File: src/rtl/pwm_ctrl_pkg.sv
// Shared definitions for the PWM ramp controller and its period timer.
// Holds the ramp state encoding and the default duty/period widths that
// must agree with the downstream PWM generator.
package pwm_ctrl_pkg;

    localparam int PWM_WIDTH       = 10;
    localparam int PWM_PERIOD_LOG2 = 10;

    typedef enum logic [1:0] {
        IDLE = 2'd0,
        RAMP = 2'd1,
        WAIT = 2'd2
    } ramp_state_t;

endpackage

File: src/rtl/pwm_period_timer.sv
// Free-running PWM period counter. Raises period_tick for one clock on the
// last count of every period, so duty updates can land exactly on a
// period boundary.
module pwm_period_timer
    import pwm_ctrl_pkg::*;
#(
    parameter int PERIOD_LOG2 = PWM_PERIOD_LOG2
) (
    input  logic clk,
    input  logic reset_n,
    output logic period_tick
);

    logic [PERIOD_LOG2-1:0] count;

    // Count clocks continuously, wrapping at the end of each PWM period.
    always_ff @(posedge clk or negedge reset_n) begin
        if (!reset_n) begin
            count <= '0;
        end else begin
            count <= count + PERIOD_LOG2'(1);
        end
    end

    assign period_tick = (count == '1);

endmodule

File: src/rtl/pwm_ramp_ctrl.sv
// Slew-rate limiter in front of the PWM generator's duty input.
// Accepts a duty target over valid/ready and walks `set` toward it by at
// most `step` per PWM period, with `hold` extra periods between steps.
// Duty only changes on the edge that ends a period, so the generator never
// sees a mid-period change.
// Optional feature: define PWM_RAMP_ESTOP_EN to add the `estop` input,
// which forces the duty to 0 immediately and blocks new targets.
module pwm_ramp_ctrl
    import pwm_ctrl_pkg::*;
#(
    parameter int WIDTH       = PWM_WIDTH,
    parameter int PERIOD_LOG2 = PWM_PERIOD_LOG2,
    parameter int HOLD_BITS   = 4
) (
    input  logic                 clk,
    input  logic                 reset_n,
    input  logic [WIDTH-1:0]     target,
    input  logic                 target_valid,
    output logic                 target_ready,
    input  logic [WIDTH-1:0]     step,
    input  logic [HOLD_BITS-1:0] hold,
`ifdef PWM_RAMP_ESTOP_EN
    input  logic                 estop,
`endif
    output logic [WIDTH-1:0]     set,
    output logic                 busy,
    output logic                 at_target,
    output logic                 period_tick
);

    ramp_state_t          state;
    logic [WIDTH-1:0]     goal;
    logic [HOLD_BITS-1:0] holdcnt;
    logic [WIDTH-1:0]     step_result;
    logic [WIDTH-1:0]     goal_next;
    logic                 accept;
    logic                 estop_active;

`ifdef PWM_RAMP_ESTOP_EN
    assign estop_active = estop;
`else
    assign estop_active = 1'b0;
`endif

    assign target_ready = !estop_active;
    assign accept       = target_valid && target_ready;
    assign goal_next    = accept ? target : goal;
    assign busy         = (state != IDLE);
    assign at_target    = (state == IDLE);

    pwm_period_timer #(
        .PERIOD_LOG2 (PERIOD_LOG2)
    ) u_timer (
        .clk         (clk),
        .reset_n     (reset_n),
        .period_tick (period_tick)
    );

    // Next duty for a step toward the current goal, clamped so it never overshoots.
    always_comb begin
        step_result = goal;
        if (step != '0) begin
            if (goal > set) begin
                if ((goal - set) > step) begin
                    step_result = set + step;
                end
            end else if ((set - goal) > step) begin
                step_result = set - step;
            end
        end
    end

    // Ramp state machine: goal capture, period-aligned stepping and hold countdown.
    always_ff @(posedge clk or negedge reset_n) begin
        if (!reset_n) begin
            state   <= IDLE;
            set     <= '0;
            goal    <= '0;
            holdcnt <= '0;
        end else if (estop_active) begin
            state   <= IDLE;
            set     <= '0;
            goal    <= '0;
            holdcnt <= '0;
        end else begin
            if (accept) begin
                goal <= target;
            end
            case (state)
                IDLE: begin
                    if (accept && (target != set)) begin
                        state <= RAMP;
                    end
                end
                RAMP: begin
                    if (period_tick) begin
                        set <= step_result;
                        if (step_result == goal_next) begin
                            state <= IDLE;
                        end else if (hold != '0) begin
                            holdcnt <= hold;
                            state   <= WAIT;
                        end
                    end
                end
                WAIT: begin
                    if (accept && (target == set)) begin
                        state   <= IDLE;
                        holdcnt <= '0;
                    end else if (period_tick) begin
                        holdcnt <= holdcnt - HOLD_BITS'(1);
                        if (holdcnt == HOLD_BITS'(1)) begin
                            state <= RAMP;
                        end
                    end
                end
                default: begin
                    state <= IDLE;
                end
            endcase
        end
    end

endmodule

File: config.mk
export PLATFORM = sky130hd
export DESIGN_NAME = pwm_ramp_ctrl
export DESIGN_NICKNAME = d
export VERILOG_FILES = /design/src/rtl/pwm_ctrl_pkg.sv /design/src/rtl/pwm_period_timer.sv /design/src/rtl/pwm_ramp_ctrl.sv
export SDC_FILE = /design/constraint.sdc
export NUM_CORES = 1
export LEC_CHECK = 0
export ABC_AREA = 1
export CELL_PAD_IN_SITES_DETAIL_PLACEMENT = 0
export CELL_PAD_IN_SITES_GLOBAL_PLACEMENT = 2
export CORE_UTILIZATION = 33
export DETAILED_ROUTE_END_ITERATION = 12
export PLACE_DENSITY = 0.84
export SKIP_LAST_GASP = 1
export SLEW_MARGIN = 0
export SYNTH_ARGS = -nofsm -noshare
export SYNTH_HDL_FRONTEND = slang
export SYNTH_SLANG_ARGS = --single-unit
export TNS_END_PERCENT = 100
File: constraint.sdc
create_clock -name clk -period 4.3 [get_ports clk]
set_input_delay 0.86 -clock clk [delete_from_list [all_inputs] [get_ports clk]]
set_output_delay 0.86 -clock clk [all_outputs]
set_load 0.005 [all_outputs]
==> summary.json, run 1 <==
{
  "ir_drop": {"value": 0.145, "unit": "mV"},
  "nets": {"value": 891},
  "cp_max_fo": {"value": 8},
  "post_synth_main_area_contributors": {"value": "dfrtp_1, nand2_1, ha_1"},
  "core_region_area": {"value": 0.0146, "unit": "mm2"},
  "fin_crit_sh": {"value": 94.6, "unit": "%"},
  "fin_worst_skew": {"value": 0.00648, "unit": "ns"},
  "final-max-slew-violation-count": {"value": 0},
  "tritoncts": {"value": "built"},
  "floorplan.die.width": {"value": 124, "unit": "um"},
  "grt_overflow": {"value": 0},
  "synth_cell_type_count": {"value": 34},
  "placement.setup.worst_slack": {"value": -0.0154, "unit": "ns"},
  "worst-slew-pin-transition": {"value": 0.859, "unit": "ns"},
  "clk_transition_reported_paths": {"value": 0.06, "unit": "ns"},
  "r2r.worst_path.cells": {"value": 28},
  "final.fill_count": {"value": 1505},
  "outcome": {"value": "complete, no violations"},
  "worst_min_delay_path_class": {"value": "reg2reg"},
  "ff2ff_setup_slack": {"value": 0.23, "unit": "ns"},
  "yosys.area.top_type_share": {"value": 18.2, "unit": "%"},
  "yosys_register_bits": {"value": 36},
  "initial_core_util": {"value": 33.8, "unit": "%"},
  "slew-limit-headroom": {"value": 42.7, "unit": "%"},
  "io_buffer_count": {"value": 39},
  "tritoncts.num_buffers": {"value": 5},
  "die-area": {"value": 0.0155, "unit": "mm2"},
  "cellLeakagePower": {"value": 3.06, "unit": "nW"},
  "synth_compound_gate_area_share": {"value": 8.03, "unit": "%"},
  "share_of_cell_area_taken_by_muxes_after_synthesis": {"value": 0, "unit": "%"},
  "maxClockFrequency": {"value": 246, "unit": "MHz"},
  "clock_tree.htree_level_count": {"value": 2},
  "dieHeight": {"value": 124, "unit": "um"},
  "route.final.wire_length": {"value": 15200, "unit": "um"},
  "grt_start_max_net_pins": {"value": 37},
  "worst-endpoint-arrival": {"value": 4.24, "unit": "ns"},
  "min_from": {"value": "u_timer.count[0]"},
  "placedCellCount": {"value": 973},
  "post_route_cells_drive_above_1_share": {"value": 10.2, "unit": "%"},
  "synth_simple_gate_area_share": {"value": 38.6, "unit": "%"},
  "cts_buffer_depth": {"value": 2},
  "gpl.final_weighted_congestion": {"value": 0.910},
  "parity_gate_share_of_the_synthesized_area_counting_xor_and_xnor_cells": {"value": 6.39, "unit": "%"},
  "via_per_inst": {"value": 4.94},
  "reg2reg_to": {"value": "state[0]"},
  "crit_required": {"value": 4.48, "unit": "ns"},
  "setup_viol": {"value": 0},
  "yosysWarnings": {"value": 0},
  "grt_first_pass_wirelength": {"value": 24500, "unit": "um"},
  "antenna_found_initial": {"value": 0},
  "timing_worst_setup_path_type": {"value": "reg2reg"},
  "worstSetupEndpointType": {"value": "register"},
  "synth_fa_ha_area_share": {"value": 16.6, "unit": "%"},
  "route.vias.total": {"value": 4875},
  "sequential_cell_area_fraction_in_the_yosys_report": {"value": 18.2, "unit": "%"},
  "grt_pass1_vias": {"value": 4622},
  "clkSinkCount": {"value": 36},
  "postSynthNetCount": {"value": 843},
  "crit_path_frequent_cell": {"value": "nand2_1"},
  "syn-mean-instance-area": {"value": 6.56, "unit": "um2"},
  "initial_drc_count": {"value": 356},
  "area_growth_syn_to_layout": {"value": 17.5, "unit": "%"},
  "cell_type_with_the_largest_total_area_after_synthesis": {"value": "dfrtp_1"},
  "fin_crit": {"value": 4.07, "unit": "ns"},
  "antenna_cells_inserted": {"value": 0},
  "synth_top_family_by_area": {"value": "simple AND/OR/NAND/NOR gates"},
  "ant_nets": {"value": 0},
  "hold-path-cell-count": {"value": 1},
  "cap_violations": {"value": 0},
  "syn-instance-count": {"value": 753},
  "place.detailed.hpwl": {"value": 12600, "unit": "um"},
  "firstDrtPassIters": {"value": 5},
  "crit_slowest_cell": {"value": "dfrtp_1"},
  "floorplan.io_pins": {"value": 41},
  "mappedNetlistArea": {"value": 0.00494, "unit": "mm2"},
  "powerDensity": {"value": 294, "unit": "mW/mm2"},
  "final-instance-count-excl-fill": {"value": 986},
  "final_cell_area": {"value": 0.00580, "unit": "mm2"},
  "placementRows": {"value": 44},
  "timing.hold.ws": {"value": 0.448, "unit": "ns"},
  "finalWorstSetupSlack": {"value": 0.232, "unit": "ns"},
  "grtUsageTotal": {"value": 20.0, "unit": "%"},
  "fin_util": {"value": 39.8, "unit": "%"},
  "hold_viol": {"value": 0},
  "cts-root-buf": {"value": "clkbuf_16"},
  "drcViolationCount": {"value": 0},
  "hold_path_end": {"value": "u_timer.count[0]"},
  "placedInstanceArea": {"value": 0.00553, "unit": "mm2"},
  "timing.rr.start": {"value": "set[1]"},
  "cts-hold-fix-buffers": {"value": 0},
  "wl_per_cell": {"value": 15.4, "unit": "um"},
  "setup.worst_path.start_class": {"value": "register"},
  "clock_insertion_delay_worst_skew": {"value": 0.28, "unit": "ns"},
  "critPathMaxStageDelay": {"value": 0.37, "unit": "ns"}
}
critical path: cells and delay by family (launching register included):
| kind | cells | cell delay [ns] |
|---|---|---|
| adder cells (fa/ha/maj) | 2 | 0.53 |
| flip-flops | 1 | 0.37 |
| AO/OA/AOI/OAI | 4 | 0.56 |
| AND/OR/NAND/NOR | 19 | 2.02 |
| buffers and inverters | 2 | 0.31 |
| XOR/XNOR | 1 | 0.16 |
sequential cells by signal (all words and copies together) (netlist names):
register and cells:
holdcnt 4, goal 10, set 10, state 2, u_timer.count 10
layout make-up:
class,count,area (um2),share of cell area (%)
Timing Repair Buffer,59,536,9.23
Clock buffer,5,125,2.16
Multi-Input combinational cell,577,3500,60.3
Sequential cell,36,903,15.6
Inverter,122,465,8.02
Clock inverter,3,42.5,0.733
Tap cell,184,230,3.97
per-stage QoR:
step / power (mW) / setup TNS [ns]
2_1_floorplan: 1.03 / 0
3_3_place_gp: 1.25 / 0
3_5_place_dp: 1.26 / -0.0205
4_1_cts: 1.68 / 0
5_1_grt: 1.85 / -0.0235
6_report: 1.70 / 0
kinds of logic after synthesis:
kind of cell / count (synthesis)
compound gates: 73
xor+xnor: 36
fa+ha+maj: 63
buf+inv: 140
flops: 36
other cells: 1
simple gates: 404
cells in the final DEF, fill, tap and decap left out, types with 5 or more instances in the layout:
cell,instances
dfrtp_1,34
xnor2_1,10
buf_4,20
xor2_1,26
nor2_1,40
nand3_1,79
clkbuf_16,5
clkdlybuf4s50_1,38
a21oi_1,27
nand3_2,11
nor3_1,7
nand4_1,11
ha_1,58
nor2_4,6
inv_1,115
nand2_1,221
a21oi_2,5
nand2_2,8
o21ai_0,34
repair_timing:
item	in CTS	in global routing
setup buffers	0	5
hold endpoints to repair	0	0
pin swaps	0	5
gates resized for setup	1	16
endpoints found under the setup margin	4	6
routing by layer:
| layer | share of wire (%) | GRT usage (%) |
|---|---|---|
| met3 | 4.0 | 2.53 |
| met5 | 0 | 0 |
| met2 | 43 | 30.2 |
| met4 | 2.1 | 5.39 |
| met1 | 51 | 29.5 |
how the worst max path moves through the flow:
stage / cells after the start / startpoint / slack, ns / endpoint
2_1_floorplan: 29 / set[1] / 0.55 / state[0]
3_3_place_gp: 28 / goal[2] / 0.04 / state[0]
4_1_cts: 28 / goal[2] / 0.009 / state[0]
3_5_place_dp: 28 / goal[2] / -0.02 / state[0]
5_1_grt: 28 / set[1] / -0.01 / state[0]
6_report: 28 / set[1] / 0.23 / state[0]
synthesized netlist by cell type:
library cell,instances
ha_1,59
nor2_4,6
xnor2_1,10
and2_1,1
a21o_1,1
clkinv_1,1
nor4_1,4
o21bai_1,1
nand2_4,4
fa_1,4
nor3_1,7
inv_4,2
buf_4,3
o221ai_1,3
nand4_4,3
nand2_1,221
nor2_1,41
inv_1,117
conb_1,1
buf_6,6
a21oi_2,4
dfrtp_1,36
nor2_2,2
nand3_2,12
nand3_1,80
nand2_2,8
buf_2,6
nand4_1,11
o21ai_0,36
nand3b_1,4
xor2_1,26
inv_2,2
clkbuf_1,3
a21oi_1,28
power by group:
group	switching (mW)	internal, mW
combinational	0.543	0.325
clock	0.146	0.272
sequential	0.0415	0.376
Power figures use the tool's default switching activity.
==> inputs of run 2 (changes only) <==
--- a/config.mk
+++ b/config.mk
@@ -10,7 +10,7 @@
 export CELL_PAD_IN_SITES_GLOBAL_PLACEMENT = 2
 export CORE_UTILIZATION = 33
 export DETAILED_ROUTE_END_ITERATION = 12
-export PLACE_DENSITY = 0.84
+export PLACE_DENSITY = 0.83
 export SKIP_LAST_GASP = 1
 export SLEW_MARGIN = 0
 export SYNTH_ARGS = -nofsm -noshare
==> run 2 against run 1 <==
  * Sequential share of layout area grew 0.065 points
  * Maximum frequency rose by 1.4%
  * Critical path depth decreased by 1
  * Total power is 0.72% lower
  * Cell area decreased by 0.28%
  * Final cell count fell by 0.10%
  * Non-clock buffer count fell by 1
  * Largest power group unchanged
  * Die area stayed put
==> summary.json, run 2 (same netlist as run 1, synthesis figures left out) <==
{
  "outcome": {"value": "complete, no violations"},
  "floorplan.die.width": {"value": 124, "unit": "um", "change": "unchanged"},
  "cts_buffer_depth": {"value": 2, "change": "unchanged"},
  "clock_tree.htree_level_count": {"value": 2, "change": "unchanged"},
  "route.vias.total": {"value": 4889, "change": "+0.29%"},
  "setup_viol": {"value": 0, "change": "unchanged"},
  "cp_max_fo": {"value": 6, "change": "-2"},
  "hold-path-cell-count": {"value": 1, "change": "unchanged"},
  "crit_cells": {"value": 27, "change": "-3.6%"},
  "crit_slowest_cell": {"value": "fa_1"},
  "mostFrequentLayoutCell": {"value": "nand2_1"},
  "grt_overflow": {"value": 0, "change": "unchanged"},
  "grt_first_pass_wirelength": {"value": 25200, "unit": "um", "change": "+2.8%"},
  "crit_required": {"value": 4.47, "unit": "ns", "change": "about the same"},
  "powerDensity": {"value": 292, "unit": "mW/mm2", "change": "-0.44%"},
  "cpLargestDelayFamily": {"value": "simple AND/OR/NAND/NOR gates"},
  "clock_insertion_delay_worst_skew": {"value": 0.28, "unit": "ns", "change": "about the same"},
  "initial_drc_count": {"value": 268, "change": "-25%"},
  "dieHeight": {"value": 124, "unit": "um", "change": "unchanged"},
  "grtUsageTotal": {"value": 20.1, "unit": "%", "change": "+0.19 points"},
  "post_route_cells_drive_above_1_share": {"value": 9.86, "unit": "%", "change": "-0.36 points"},
  "critPathMaxStageDelay": {"value": 0.41, "unit": "ns", "change": "+0.04 ns"},
  "via_per_inst": {"value": 4.96, "change": "+0.39%"},
  "wl_per_cell": {"value": 15.5, "unit": "um", "change": "about the same"},
  "setup.worst_path.start_class": {"value": "register"},
  "ant_nets": {"value": 0, "change": "unchanged"},
  "fin_crit": {"value": 4.01, "unit": "ns", "change": "-0.0564 ns"},
  "crit_path_frequent_cell": {"value": "nand2_1"},
  "hold_viol": {"value": 0, "change": "unchanged"},
  "path_buf_inv": {"value": 4, "change": "+2"},
  "antenna_found_initial": {"value": 0, "change": "unchanged"},
  "final.fill_count": {"value": 1572, "change": "+4.5%"},
  "most_frequent_cells_in_the_layout": {"value": "nand2_1, inv_1, nand3_1"},
  "tritoncts.num_buffers": {"value": 5, "change": "unchanged"},
  "placedCellCount": {"value": 975, "change": "+0.21%"},
  "final-max-slew-violation-count": {"value": 0, "change": "unchanged"},
  "gpl.final_weighted_congestion": {"value": 0.892, "change": "-2.0%"},
  "firstDrtPassIters": {"value": 5, "change": "unchanged"},
  "r2r.worst_path.cells": {"value": 27, "change": "-3.6%"},
  "cts-root-buf": {"value": "clkbuf_16"},
  "slew-limit-headroom": {"value": 42.8, "unit": "%", "change": "+0.099 points"},
  "worstSetupEndpointType": {"value": "register"},
  "grt_pass1_vias": {"value": 4794, "change": "+3.7%"},
  "worst_min_delay_path_class": {"value": "reg2reg"},
  "timing_worst_setup_path_type": {"value": "reg2reg"},
  "leading_registers_by_flop_count": {"value": "goal x10, set x10, u_timer.count x10"},
  "io_buffer_count": {"value": 39, "change": "unchanged"},
  "floorplan.io_pins": {"value": 41, "change": "unchanged"},
  "cellLeakagePower": {"value": 3.06, "unit": "nW", "change": "-0.12%"},
  "die-area": {"value": 0.0155, "unit": "mm2", "change": "unchanged"},
  "setup_total_negative_slack": {"value": 0, "unit": "ns", "change": "unchanged"},
  "maxClockFrequency": {"value": 249, "unit": "MHz", "change": "+1.4%"},
  "fin_worst_skew": {"value": 0.00451, "unit": "ns", "change": "-0.00197 ns"},
  "worst-slew-pin-transition": {"value": 0.857, "unit": "ns", "change": "-0.00148 ns"},
  "route.final.wire_length": {"value": 15200, "unit": "um", "change": "about the same"},
  "grt_start_max_net_pins": {"value": 37, "change": "unchanged"},
  "final-instance-count-excl-fill": {"value": 985, "change": "-0.10%"},
  "antenna_cells_inserted": {"value": 0, "change": "unchanged"},
  "power.total": {"value": 1.69, "unit": "mW", "change": "-0.72%"},
  "cts-hold-fix-buffers": {"value": 0, "change": "unchanged"},
  "tritoncts": {"value": "built"},
  "initial_core_util": {"value": 33.8, "unit": "%", "change": "unchanged"},
  "ir_drop": {"value": 0.157, "unit": "mV", "change": "+8.0%"},
  "clkSinkCount": {"value": 36, "change": "unchanged"},
  "clk_transition_reported_paths": {"value": 0.06, "unit": "ns", "change": "about the same"},
  "fin_crit_sh": {"value": 93.3, "unit": "%", "change": "-1.3 points"},
  "core_region_area": {"value": 0.0146, "unit": "mm2", "change": "unchanged"},
  "drcViolationCount": {"value": 0, "change": "unchanged"},
  "place.detailed.hpwl": {"value": 12600, "unit": "um", "change": "+0.48%"},
  "cap_violations": {"value": 0, "change": "unchanged"},
  "placementRows": {"value": 44, "change": "unchanged"},
  "nets": {"value": 890, "change": "-0.11%"},
  "worst-endpoint-arrival": {"value": 4.19, "unit": "ns", "change": "-0.05 ns"},
  "area_growth_syn_to_layout": {"value": 17.2, "unit": "%"}
}
-- run 2: cell count changes in the layout (fill, tap and decap cells not counted), sizes merged --
cell	delta
buf	-1
-- run 2: timing repair --
item,4_1_cts,5_1_grt
hold endpoints to repair,0,0
gates resized for setup,0,15
buffers inserted,0,2
setup endpoints to repair,0,6
-- run 2: metrics by stage --
| stage | hold WS [ns] | setup WS (ns) | util [%] | cell area [um2] |
|---|---|---|---|---|
| CTS | 0.475 | 0.0733 | 39.2 | 5720 |
| detailed placement | 0.463 | 0.0843 | 38.0 | 5550 |
| finish | 0.476 | 0.289 | 39.6 | 5780 |
| floorplan | 0.422 | 0.552 | - | 4940 |
| global route | 0.495 | -0.0161 | 39.6 | 5780 |
| global placement | 0.440 | 0.146 | 38.0 | 5550 |
-- run 2: area by class of cell --
cell class / instances / area (um2) / share of cell area [%]
flip-flops and latches: 36 / 905 / 15.6
well taps: 184 / 230 / 3.98
repair buffers: 58 / 528 / 9.13
multi-input cells: 577 / 3490 / 60.4
clock buffers: 5 / 125 / 2.16
inverters: 122 / 463 / 8.00
clock inverters: 3 / 42.5 / 0.735
-- run 2: final timing paths --
| path | start | to | slack (ns) |
|---|---|---|---|
| min in group asynchronous | reset_n | u_timer.count[3] | 0.69 |
| hold / removal | u_timer.count[0] | u_timer.count[0] | 0.48 |
| setup reg to reg | goal[0] | state[1] | 0.29 |
| setup / recovery | goal[0] | state[1] | 0.29 |
| hold reg to reg | u_timer.count[0] | u_timer.count[0] | 0.48 |
| max in group asynchronous | reset_n | goal[2] | 3.01 |
-- run 2: power by group --
group,leakage [nW],switching [mW],total [mW],internal (mW)
clock network,0.0798,0.149,0.421,0.272
registers,0.397,0.0419,0.418,0.376
logic,2.58,0.533,0.853,0.320
-- run 2: per-layer routing --
metal / global-route usage [%] / share of wire (%) / vias up
met4: 4.39 / 1.9 / 0
met1: 29.9 / 51 / 2262
li1: - / - / 2494
met3: 2.32 / 3.7 / 17
met5: 0 / 0 / -
met2: 31.0 / 43 / 116
==> inputs of run 3 (changes only) <==
--- a/config.mk
+++ b/config.mk
@@ -8,6 +8,7 @@
 export ABC_AREA = 1
 export CELL_PAD_IN_SITES_DETAIL_PLACEMENT = 0
 export CELL_PAD_IN_SITES_GLOBAL_PLACEMENT = 2
+export CORE_ASPECT_RATIO = 2
 export CORE_UTILIZATION = 33
 export DETAILED_ROUTE_END_ITERATION = 12
 export PLACE_DENSITY = 0.83
==> run 3 against run 2 <==
  * Combinational power is 14% higher
  * Largest power group unchanged
  * Total power rose by 3.3%
  * First-iteration DRC count up 1.9%
  * Cell area rose by 4.6%
  * Maximum frequency fell by 2.0%
  * Critical path depth increased by 4
  * Final cell count rose by 3.9%
==> summary.json, run 3 (same netlist as run 1, synthesis figures left out) <==
{
  "tritoncts.num_buffers": {"value": 5, "change": "unchanged"},
  "ff2ff_setup_slack": {"value": 0.21, "unit": "ns", "change": "-0.08 ns"},
  "initial_core_util": {"value": 34.0, "unit": "%", "change": "+0.19 points"},
  "clkSinkCount": {"value": 36, "change": "unchanged"},
  "slew-limit-headroom": {"value": 44.3, "unit": "%", "change": "+1.5 points"},
  "die-area": {"value": 0.0155, "unit": "mm2", "change": "+0.19%"},
  "crit_required": {"value": 4.47, "unit": "ns", "change": "about the same"},
  "core_region_area": {"value": 0.0145, "unit": "mm2", "change": "-0.57%"},
  "cts_buffer_depth": {"value": 2, "change": "unchanged"},
  "fin_util": {"value": 41.7, "unit": "%", "change": "+2.1 points"},
  "timing.hold.ws": {"value": 0.456, "unit": "ns", "change": "-0.0202 ns"},
  "ir_drop": {"value": 0.340, "unit": "mV", "change": "+120%"},
  "p_int": {"value": 967, "unit": "uW", "change": "-0.15%"},
  "clock_tree.htree_level_count": {"value": 2, "change": "unchanged"},
  "via_per_inst": {"value": 4.92, "change": "-0.86%"},
  "cap_violations": {"value": 0, "change": "unchanged"},
  "grt_first_pass_wirelength": {"value": 26500, "unit": "um", "change": "+5.2%"},
  "grtUsageTotal": {"value": 23.1, "unit": "%", "change": "+3.0 points"},
  "final-instance-count-excl-fill": {"value": 1023, "change": "+3.9%"},
  "worst_min_delay_path_class": {"value": "reg2reg"},
  "clockPowerShare": {"value": 20.7, "unit": "%", "change": "-4.2 points"},
  "worstSetupEndpointType": {"value": "register"},
  "crit_slowest_cell": {"value": "fa_2"},
  "antenna_cells_inserted": {"value": 0, "change": "unchanged"},
  "placement.setup.worst_slack": {"value": -0.182, "unit": "ns", "change": "-0.266 ns"},
  "setup.worst_path.start_class": {"value": "register"},
  "hold_path_end": {"value": "u_timer.count[0]"},
  "final_cell_area": {"value": 0.00605, "unit": "mm2", "change": "+4.6%"},
  "power.total": {"value": 1.75, "unit": "mW", "change": "+3.3%"},
  "tritoncts": {"value": "built"},
  "outcome": {"value": "complete, no violations"},
  "switching_share": {"value": 44.7, "unit": "%", "change": "+1.9 points"},
  "clock_insertion_delay_worst_skew": {"value": 0.29, "unit": "ns", "change": "about the same"},
  "placementRows": {"value": 62, "change": "+41%"},
  "timing.rr.start": {"value": "set[0]"},
  "grt_overflow": {"value": 0, "change": "unchanged"},
  "cts-root-buf": {"value": "clkbuf_16"},
  "area_growth_syn_to_layout": {"value": 22.6, "unit": "%"},
  "maxClockFrequency": {"value": 244, "unit": "MHz", "change": "-2.0%"},
  "most_frequent_cells_in_the_layout": {"value": "nand2_1, inv_1, nand3_1"},
  "place.detailed.hpwl": {"value": 14500, "unit": "um", "change": "+15%"},
  "powerDensity": {"value": 289, "unit": "mW/mm2", "change": "-1.2%"},
  "hold_viol": {"value": 0, "change": "unchanged"},
  "final-max-slew-violation-count": {"value": 0, "change": "unchanged"},
  "critPathMaxStageDelay": {"value": 0.40, "unit": "ns", "change": "about the same"},
  "min_from": {"value": "u_timer.count[0]"},
  "gpl.final_weighted_congestion": {"value": 0.908, "change": "+1.8%"},
  "fin_crit_sh": {"value": 95.2, "unit": "%", "change": "+1.9 points"},
  "fin_worst_skew": {"value": 0.00631, "unit": "ns", "change": "+0.00180 ns"},
  "grt_start_max_net_pins": {"value": 37, "change": "unchanged"},
  "clk_transition_reported_paths": {"value": 0.06, "unit": "ns", "change": "about the same"},
  "drcViolationCount": {"value": 0, "change": "unchanged"},
  "cp_max_fo": {"value": 6, "change": "unchanged"},
  "cellLeakagePower": {"value": 3.20, "unit": "nW", "change": "+4.5%"},
  "antenna_found_initial": {"value": 0, "change": "unchanged"},
  "dieHeight": {"value": 175, "unit": "um", "change": "+41%"},
  "initial_drc_count": {"value": 273, "change": "+1.9%"},
  "worst-slew-pin-transition": {"value": 0.835, "unit": "ns", "change": "-0.0222 ns"},
  "placedInstanceArea": {"value": 0.00572, "unit": "mm2", "change": "+3.0%"},
  "post_route_cells_drive_above_1_share": {"value": 14.6, "unit": "%", "change": "+4.7 points"},
  "floorplan.die.width": {"value": 88.5, "unit": "um", "change": "-29%"},
  "reg2reg_to": {"value": "state[0]"},
  "ant_nets": {"value": 0, "change": "unchanged"},
  "worst-endpoint-arrival": {"value": 4.27, "unit": "ns", "change": "+0.08 ns"},
  "io_buffer_count": {"value": 39, "change": "unchanged"},
  "finalWorstSetupSlack": {"value": 0.205, "unit": "ns", "change": "-0.0838 ns"},
  "placedCellCount": {"value": 1004, "change": "+3.0%"},
  "wl_per_cell": {"value": 16.8, "unit": "um", "change": "+9.0%"},
  "setup_viol": {"value": 0, "change": "unchanged"},
  "nets": {"value": 920, "change": "+3.4%"},
  "grt_pass1_vias": {"value": 5195, "change": "+8.4%"},
  "seq_power_share": {"value": 23.9, "unit": "%", "change": "-0.8 points"},
  "floorplan.io_pins": {"value": 41, "change": "unchanged"},
  "route.vias.total": {"value": 5034, "change": "+3.0%"},
  "route.final.wire_length": {"value": 17200, "unit": "um", "change": "+13%"},
  "fin_crit": {"value": 4.09, "unit": "ns", "change": "+0.0838 ns"},
  "leading_registers_by_flop_count": {"value": "goal x10, set x10, u_timer.count x10"},
  "firstDrtPassIters": {"value": 5, "change": "unchanged"},
  "power.switching": {"value": 781, "unit": "uW", "change": "+7.9%"},
  "mostFrequentLayoutCell": {"value": "nand2_1"},
  "p_comb_share": {"value": 55.4, "unit": "%", "change": "+5.0 points"},
  "crit_path_frequent_cell": {"value": "nand2_1"},
  "setup_total_negative_slack": {"value": 0, "unit": "ns", "change": "unchanged"},
  "r2r.worst_path.cells": {"value": 31, "change": "+15%"},
  "hold-path-cell-count": {"value": 1, "change": "unchanged"},
  "timing_worst_setup_path_type": {"value": "reg2reg"}
}
[run 3: changes by cell type in the layout (fill, tap and decap cells not counted), sizes merged]
cell	previous run	this run
bufinv	1	0
clkinvlp	1	0
buf	20	49
nand2	233	234
clkinv	2	4
[run 3: cell type report]
cell class / count / area, um2
clock buffer: 5 / 125
clock inverter: 3 / 18.8
fill: 1594 / 8460
inverter: 122 / 465
multi-input combinational: 578 / 3550
sequential: 36 / 901
tap: 192 / 240
timing repair buffer: 87 / 749
[run 3: power by group through the flow]
stage	Clock, mW	Sequential [mW]	Combinational (mW)
6_report	0.361	0.418	0.969
5_1_grt	0.385	0.423	1.08
2_1_floorplan	0	0.411	0.620
3_3_place_gp	0	0.422	0.897
4_1_cts	0.376	0.417	0.929
3_5_place_dp	0	0.422	0.911
[run 3: how the worst max path moves through the flow]
stage / from / endpoint / slack, ns / cells past startpoint
global route: set[0] / state[0] / -0.01 / 29
floorplan: set[1] / state[0] / 0.55 / 29
global placement: set[1] / state[0] / -0.17 / 30
finish: set[0] / state[0] / 0.21 / 31
detailed placement: set[2] / state[0] / -0.18 / 30
CTS: goal[2] / state[0] / 0.02 / 31
[run 3: metal layers]
layer,GRT usage (%),share of wire (%),wire length (um)
met5,0,0,0
met4,12.8,6.8,1170
met3,0.992,1.2,215
met1,21.4,34,5900
met2,47.0,58,9950
[run 3: worst max-delay path: cells and delay by family (launching register included)]
kind / cells / cell delay (ns)
AND/OR/NAND/NOR: 19 / 1.77
buffers and inverters: 7 / 0.69
XOR/XNOR: 1 / 0.15
AO/OA/AOI/OAI: 1 / 0.10
adder cells (fa/ha/maj): 3 / 0.89
flip-flops: 1 / 0.38
[run 3: what timing repair did]
item / CTS / global route
resized for setup: 7 / 22
gates cloned: 0 / 1
pin swaps: 3 / 13
hold endpoints to repair: 0 / 0
buffers inserted: 2 / 8
endpoints found under the setup margin: 6 / 6
hold buffers: 0 / 0
